## src/rtl/bcd_scan_driver.sv

```systemverilog
// Four-digit multiplexed 7-segment scanner for packed BCD input, with a ghost-guard dark cycle per slot.
// Optional leading-zero blanking is enabled by defining BCD_SCAN_LZB_EN.
module bcd_scan_driver #(
  parameter int CLK_DIV = 50000
) (
  input  logic        clk,
  input  logic        rst,
  input  logic [15:0] bcd,
  input  logic        bcd_valid,
  input  logic        blank,
  output logic [6:0]  seg_n,
  output logic [3:0]  an_n,
  output logic        slot_tick
);

  localparam int CNT_W = $clog2(CLK_DIV);
  localparam logic [CNT_W-1:0] CNT_LAST = CNT_W'(CLK_DIV - 1);
  localparam logic [6:0] SEG_DARK = 7'b1111111;

  function automatic logic [6:0] glyph(input logic [3:0] d);
    logic [6:0] g;
    case (d)
      4'd0:    g = 7'b1000000;
      4'd1:    g = 7'b1111001;
      4'd2:    g = 7'b0100100;
      4'd3:    g = 7'b0110000;
      4'd4:    g = 7'b0011001;
      4'd5:    g = 7'b0010010;
      4'd6:    g = 7'b0000010;
      4'd7:    g = 7'b1111000;
      4'd8:    g = 7'b0000000;
      4'd9:    g = 7'b0010000;
      default: g = 7'b0111111;
    endcase
    return g;
  endfunction

  logic [CNT_W-1:0] cnt, cnt_next;
  logic [1:0]       idx, idx_next;
  logic [15:0]      disp, disp_next;
  logic             run;
  logic             wrap;
  logic [3:0]       digit;
  logic [3:0]       shown;
  logic [6:0]       glyph_q, glyph_next;
  logic             lit_q, lit_next;

  // The first cycle out of reset is treated as a slot boundary so slot 0 opens with its guard cycle.
  always_comb begin
    disp_next = bcd_valid ? bcd : disp;
    wrap      = !run || (cnt == CNT_LAST);
    cnt_next  = wrap ? '0 : cnt + 1'b1;
    if (!run)
      idx_next = 2'd0;
    else if (cnt == CNT_LAST)
      idx_next = idx + 2'd1;
    else
      idx_next = idx;

    case (idx_next)
      2'd0:    digit = disp_next[3:0];
      2'd1:    digit = disp_next[7:4];
      2'd2:    digit = disp_next[11:8];
      default: digit = disp_next[15:12];
    endcase

`ifdef BCD_SCAN_LZB_EN
    shown = {disp_next[15:12] != 4'd0,
             disp_next[15:8]  != 8'd0,
             disp_next[15:4]  != 12'd0,
             1'b1};
`else
    shown = 4'b1111;
`endif

    // Glyph and digit enable are latched only at slot boundaries, so mid-slot loads wait for the next slot.
    if (wrap) begin
      glyph_next = shown[idx_next] ? glyph(digit) : SEG_DARK;
      lit_next   = shown[idx_next];
    end else begin
      glyph_next = glyph_q;
      lit_next   = lit_q;
    end
  end

  always_ff @(posedge clk) begin
    if (rst) begin
      cnt       <= '0;
      idx       <= 2'd0;
      disp      <= 16'd0;
      run       <= 1'b0;
      glyph_q   <= SEG_DARK;
      lit_q     <= 1'b0;
      seg_n     <= SEG_DARK;
      an_n      <= 4'b1111;
      slot_tick <= 1'b0;
    end else begin
      cnt       <= cnt_next;
      idx       <= idx_next;
      disp      <= disp_next;
      run       <= 1'b1;
      glyph_q   <= glyph_next;
      lit_q     <= lit_next;
      slot_tick <= wrap;
      an_n      <= (wrap || blank || !lit_next) ? 4'b1111 : ~(4'b0001 << idx_next);
      seg_n     <= blank ? SEG_DARK : glyph_next;
    end
  end

endmodule

```

## config.mk

```make
export PLATFORM = sky130hd
export DESIGN_NAME = bcd_scan_driver
export DESIGN_NICKNAME = d
export VERILOG_FILES = /design/src/rtl/bcd_scan_driver.sv
export SDC_FILE = /design/constraint.sdc
export NUM_CORES = 1
export LEC_CHECK = 0
export CAP_MARGIN = 40
export CORE_ASPECT_RATIO = 0.6
export CORE_MARGIN = 1.5
export CORE_UTILIZATION = 31
export CTS_BUF_LIST = sky130_fd_sc_hd__clkbuf_4 sky130_fd_sc_hd__clkbuf_8
export DETAILED_ROUTE_END_ITERATION = 6
export SYNTH_ARGS = -nofsm -noshare
export SYNTH_HDL_FRONTEND = slang
export SYNTH_SLANG_ARGS = --single-unit
```

## constraint.sdc

```tcl
create_clock -name clk -period 3.27 [get_ports clk]
set_input_delay 0.4905 -clock clk [delete_from_list [all_inputs] [get_ports clk]]
set_output_delay 0.4905 -clock clk [all_outputs]
set_load 0.02 [all_outputs]
```

==> flow_metrics.env <==
export IMPL_lkg_pwr_nw=1.26
export IMPL_number_of_instances_on_the_worst_hold_path=1
export IMPL_crit_path_cell_trace="or4_4 > nor4_4 > buf_4 > mux2_2 > and3_1 > or2_2 > ha_1 > nand3_1 > nand2_1 > o311ai_2"
export IMPL_outcome="finished clean"
export IMPL_finalWorstSetupSlack_ns=0.185
export IMPL_starting_density_of_the_core_pct=31.9
export IMPL_globalRouteMet3Util_pct=4.14
export IMPL_cts_num_sinks=55
export IMPL_synthesis_area_per_instance_um2=9.28
export IMPL_max_freq_mhz=324
export IMPL_antenna_cells_inserted=0
export IMPL_layout_drive_gt1_share_pct=13.7
export IMPL_placement_rows=25
export IMPL_rsz0062_at_grt="false"
export IMPL_cts_buffer_depth=2
export IMPL_via_count=2072
export IMPL_timing_critical_path_slowest_stage_cell="or4_4"
export IMPL_io_pins=32
export IMPL_setup_viol=0
export IMPL_hold_worst_slack_ns=0.460
export IMPL_post_drt_via_cell_ratio=4.91
export IMPL_final_cell_area_mm2=0.00316
export IMPL_grt_met1_usage_pct=22.2
export IMPL_setup_worst_path_end_class="register"
export IMPL_cellPowerDensity_mw_per_mm2=417
export IMPL_finish_net_count=340
export IMPL_global_route_usage_met2_pct=18.5
export IMPL_critPathKind="reg2reg"
export IMPL_placer_congestion_estimate=0.890
export IMPL_r2r_start="cnt[12]$_SDFF_PP0_"
export IMPL_hold_end="cnt[0]$_SDFF_PP0_"
export IMPL_critical_path_top_delay_family="simple AND/OR/NAND/NOR gates"
export IMPL_cts_tree="yes"
export IMPL_critical_path_buf_inv_count=1
export IMPL_cts_hold_fix_buffers=0
export IMPL_worstHoldPathType="reg2reg"
export IMPL_area_growth_synth_to_final_pct=25.5
export IMPL_drt_drc_violations_left=0
export IMPL_grt_pass1_vias=1893
export IMPL_htree_levels=2
export IMPL_ys_warn_count=0
export IMPL_synth_nets=298
export IMPL_fillCellCount=790
export IMPL_grt_max_degree=19
export IMPL_grtUsageTotal_pct=14.3
export IMPL_ff2ff_setup_slack_ns=0.18
export IMPL_vdd_ir_drop_worst_uv=161
export IMPL_clk_root_buffer_cell="clkbuf_8"
export IMPL_cts_inserted_buffers=5
export IMPL_port_buffer_count=31
export IMPL_die_y_um=72.8
export IMPL_worstHoldStart="cnt[0]$_SDFF_PP0_"
export IMPL_period_minus_slack_ns=3.09
export IMPL_tightestPinTransition_ns=0.573
export IMPL_worst_endpoint_arrival_ns=3.31
export IMPL_path_clk_slew_ns=0.09
export IMPL_detailed_router_iteration_count_before_antenna_repair=4
export IMPL_dpl_worst_slack_ns=0.0148
export IMPL_crit_reg2reg_capture="seg_n[3]$_SDFF_PP1_"
export IMPL_routed_wirelength_um=5930
export IMPL_core_area_mm2=0.00788
export IMPL_place_detailed_hpwl_um=4490
export IMPL_die_area_mm2=0.00868
export IMPL_hold_viol=0
export IMPL_crit_path_max_incr_delay_ns=0.55
export IMPL_max_cap_violations=0
export IMPL_first_pass_grt_wire_length_um=9590
export IMPL_overflow_left_after_global_routing=0
export IMPL_route_antenna_remaining_nets=0
export IMPL_clk_latency_ns=0.32
export IMPL_routedWlPerCell_um=14.1
export IMPL_syn_inst_count=271
export IMPL_reg2reg_depth=10
export IMPL_finalSetupTns_ns=0
export IMPL_die_width_um=119
export IMPL_place_area_mm2=0.00301
export IMPL_fin_crit_sh_pct=94.4
export IMPL_critical_path_peak_fanout=4
export IMPL_grt_busiest_layer="met1"
export IMPL_synth_cell_area_mm2=0.00251
export IMPL_initialDrtViolationCount=122
export IMPL_synth_seq_cells=55
export IMPL_number_of_antenna_violations_at_the_first_check_in_global_routing=0
export IMPL_synth_yosys_seq_area_share_pct=43.8
export IMPL_critical_path_required_ns=3.49
export IMPL_slew_headroom_pct=61.5
export IMPL_kind_of_launch_point_of_the_worst_setup_path="register"
export IMPL_total_power_mw=1.32
export IMPL_yosys_cell_types_count=47
export IMPL_slew_violations=0
export IMPL_finClkSkew_ns=0.00774
-- per-stage QoR --
| step | instances | util [%] |
|---|---|---|
| 6_report | 422 | 40.0 |
| 5_1_grt | 422 | 40.0 |
| 4_1_cts | 419 | 39.6 |
| 3_5_place_dp | 411 | 38.2 |
| 3_3_place_gp | 411 | 38.2 |
| 2_1_floorplan | 271 | - |
-- repair_timing --
action                                  4_1_cts  5_1_grt
hold endpoints to repair                      0        0
gates resized for setup                       1        5
pin swaps                                     0        1
endpoints found under the setup margin        1        6
cloned                                        0        0
buffers inserted                              0        3
-- flip-flops by register name (all words and copies together), names as in the netlist --
signal     count
run            1
idx            2
slot_tick      1
disp          16
glyph_q        7
lit_q          1
seg_n          7
cnt           16
an_n           4
-- placed cells by master, fill, tap and decap left out, types with 3 or more instances in the layout --
master,n
nor2_1,42
nand3_1,16
o211a_1,4
xor2_1,7
buf_4,11
mux2i_1,15
nor2b_1,3
clkbuf_8,7
o31ai_1,3
and2_1,6
dfxtp_1,55
xnor2_1,7
o22ai_1,6
a21oi_1,4
inv_1,10
and3_1,10
ha_1,7
o21ai_0,5
nor3_1,4
clkdlybuf4s50_1,31
mux2_2,5
o211ai_1,8
nand2_1,12
-- synthesized netlist by cell type, drive strengths merged --
cell	count	area, um2
o21ai	8	43.8
and4	1	10.0
nor2b	3	18.8
a2bb2oi	1	8.76
or2	2	12.5
nor2	44	168
o221ai	1	8.76
o211ai	8	60.1
o311ai	2	17.5
a211o	1	8.76
mux2i	16	160
o31ai	3	22.5
nand4	1	6.26
o21bai	1	7.51
a21oi	4	20.0
and2	6	37.5
nand4b	1	8.76
nand2b	1	6.26
a31oi	1	6.26
nor4	2	33.8
nand3b	1	7.51
buf	1	3.75
xor2	7	61.3
or4	2	22.5
nand3	17	85.1
nand2	12	45.0
nand4bb	1	11.3
o22ai	6	37.5
nor3	5	25.0
a21boi	1	7.51
dfxtp	55	1100
mux4	1	26.3
inv	10	37.5
a221oi	1	8.76
o211a	4	40.0
and3	12	77.6
mux2	5	56.3
ha	7	87.6
xnor2	7	61.3
clkbuf	7	26.3
a211oi	2	20.0
-- how the worst max path moves through the flow --
stage | endpoint | from | slack, ns | cells after the start
after detailed placement | seg_n[3]$_SDFF_PP1_ | cnt[11]$_SDFF_PP0_ | 0.01 | 10
after global placement | seg_n[3]$_SDFF_PP1_ | cnt[11]$_SDFF_PP0_ | 0.08 | 10
final | seg_n[3]$_SDFF_PP1_ | cnt[12]$_SDFF_PP0_ | 0.18 | 10
after floorplan | glyph_q[1]$_SDFF_PP1_ | cnt[11]$_SDFF_PP0_ | 0.04 | 10
after CTS | seg_n[3]$_SDFF_PP1_ | cnt[12]$_SDFF_PP0_ | 0.04 | 10
after global routing | seg_n[3]$_SDFF_PP1_ | cnt[0]$_SDFF_PP0_ | 0.006 | 11
-- worst reg2reg max path, cell delays in order (launching register included) --
cell,delay (ns)
dfxtp_1,0.35
or4_4,0.55
nor4_4,0.26
buf_4,0.18
mux2_2,0.35
and3_1,0.22
or2_2,0.35
ha_1,0.30
nand3_1,0.09
nand2_1,0.10
o311ai_2,0.26
-- area by class of cell --
class	count	area [um2]	share of cell area, %
multi-input cells	198	1370	43.3
repair buffers	43	413	13.1
flip-flops and latches	55	1100	34.9
clock inverters	1	7.51	0.238
inverters	10	37.5	1.19
clock buffers	7	96.3	3.05
well taps	108	135	4.28
-- layer usage --
metal	share of wire (%)	up-vias	wire length [um]
met1	55	957	3240
met5	0	-	0
met3	8.1	8	482
met2	36	66	2150
li1	-	1041	-
met4	1.1	0	67
-- logic make-up (layout without fill, tap and decap cells) --
logic type,after synthesis,after routing,synth area share (%)
adders and majority gates,7,7,3.48
and+or+nand+nor,111,111,22.9
DFF,55,55,43.8
buffers and inverters,18,61,2.69
AOI/OAI and AO/OA,44,44,12.6
muxes,22,22,9.65
xor gates and xnor gates,14,14,4.88
-- report_power, final --
part | total [mW] | switching (mW) | internal, mW
Clock | 0.414 | 0.221 | 0.193
Combinational | 0.195 | 0.106 | 0.0886
Sequential | 0.707 | 0.00881 | 0.699
(Power assumes the default switching activity.)
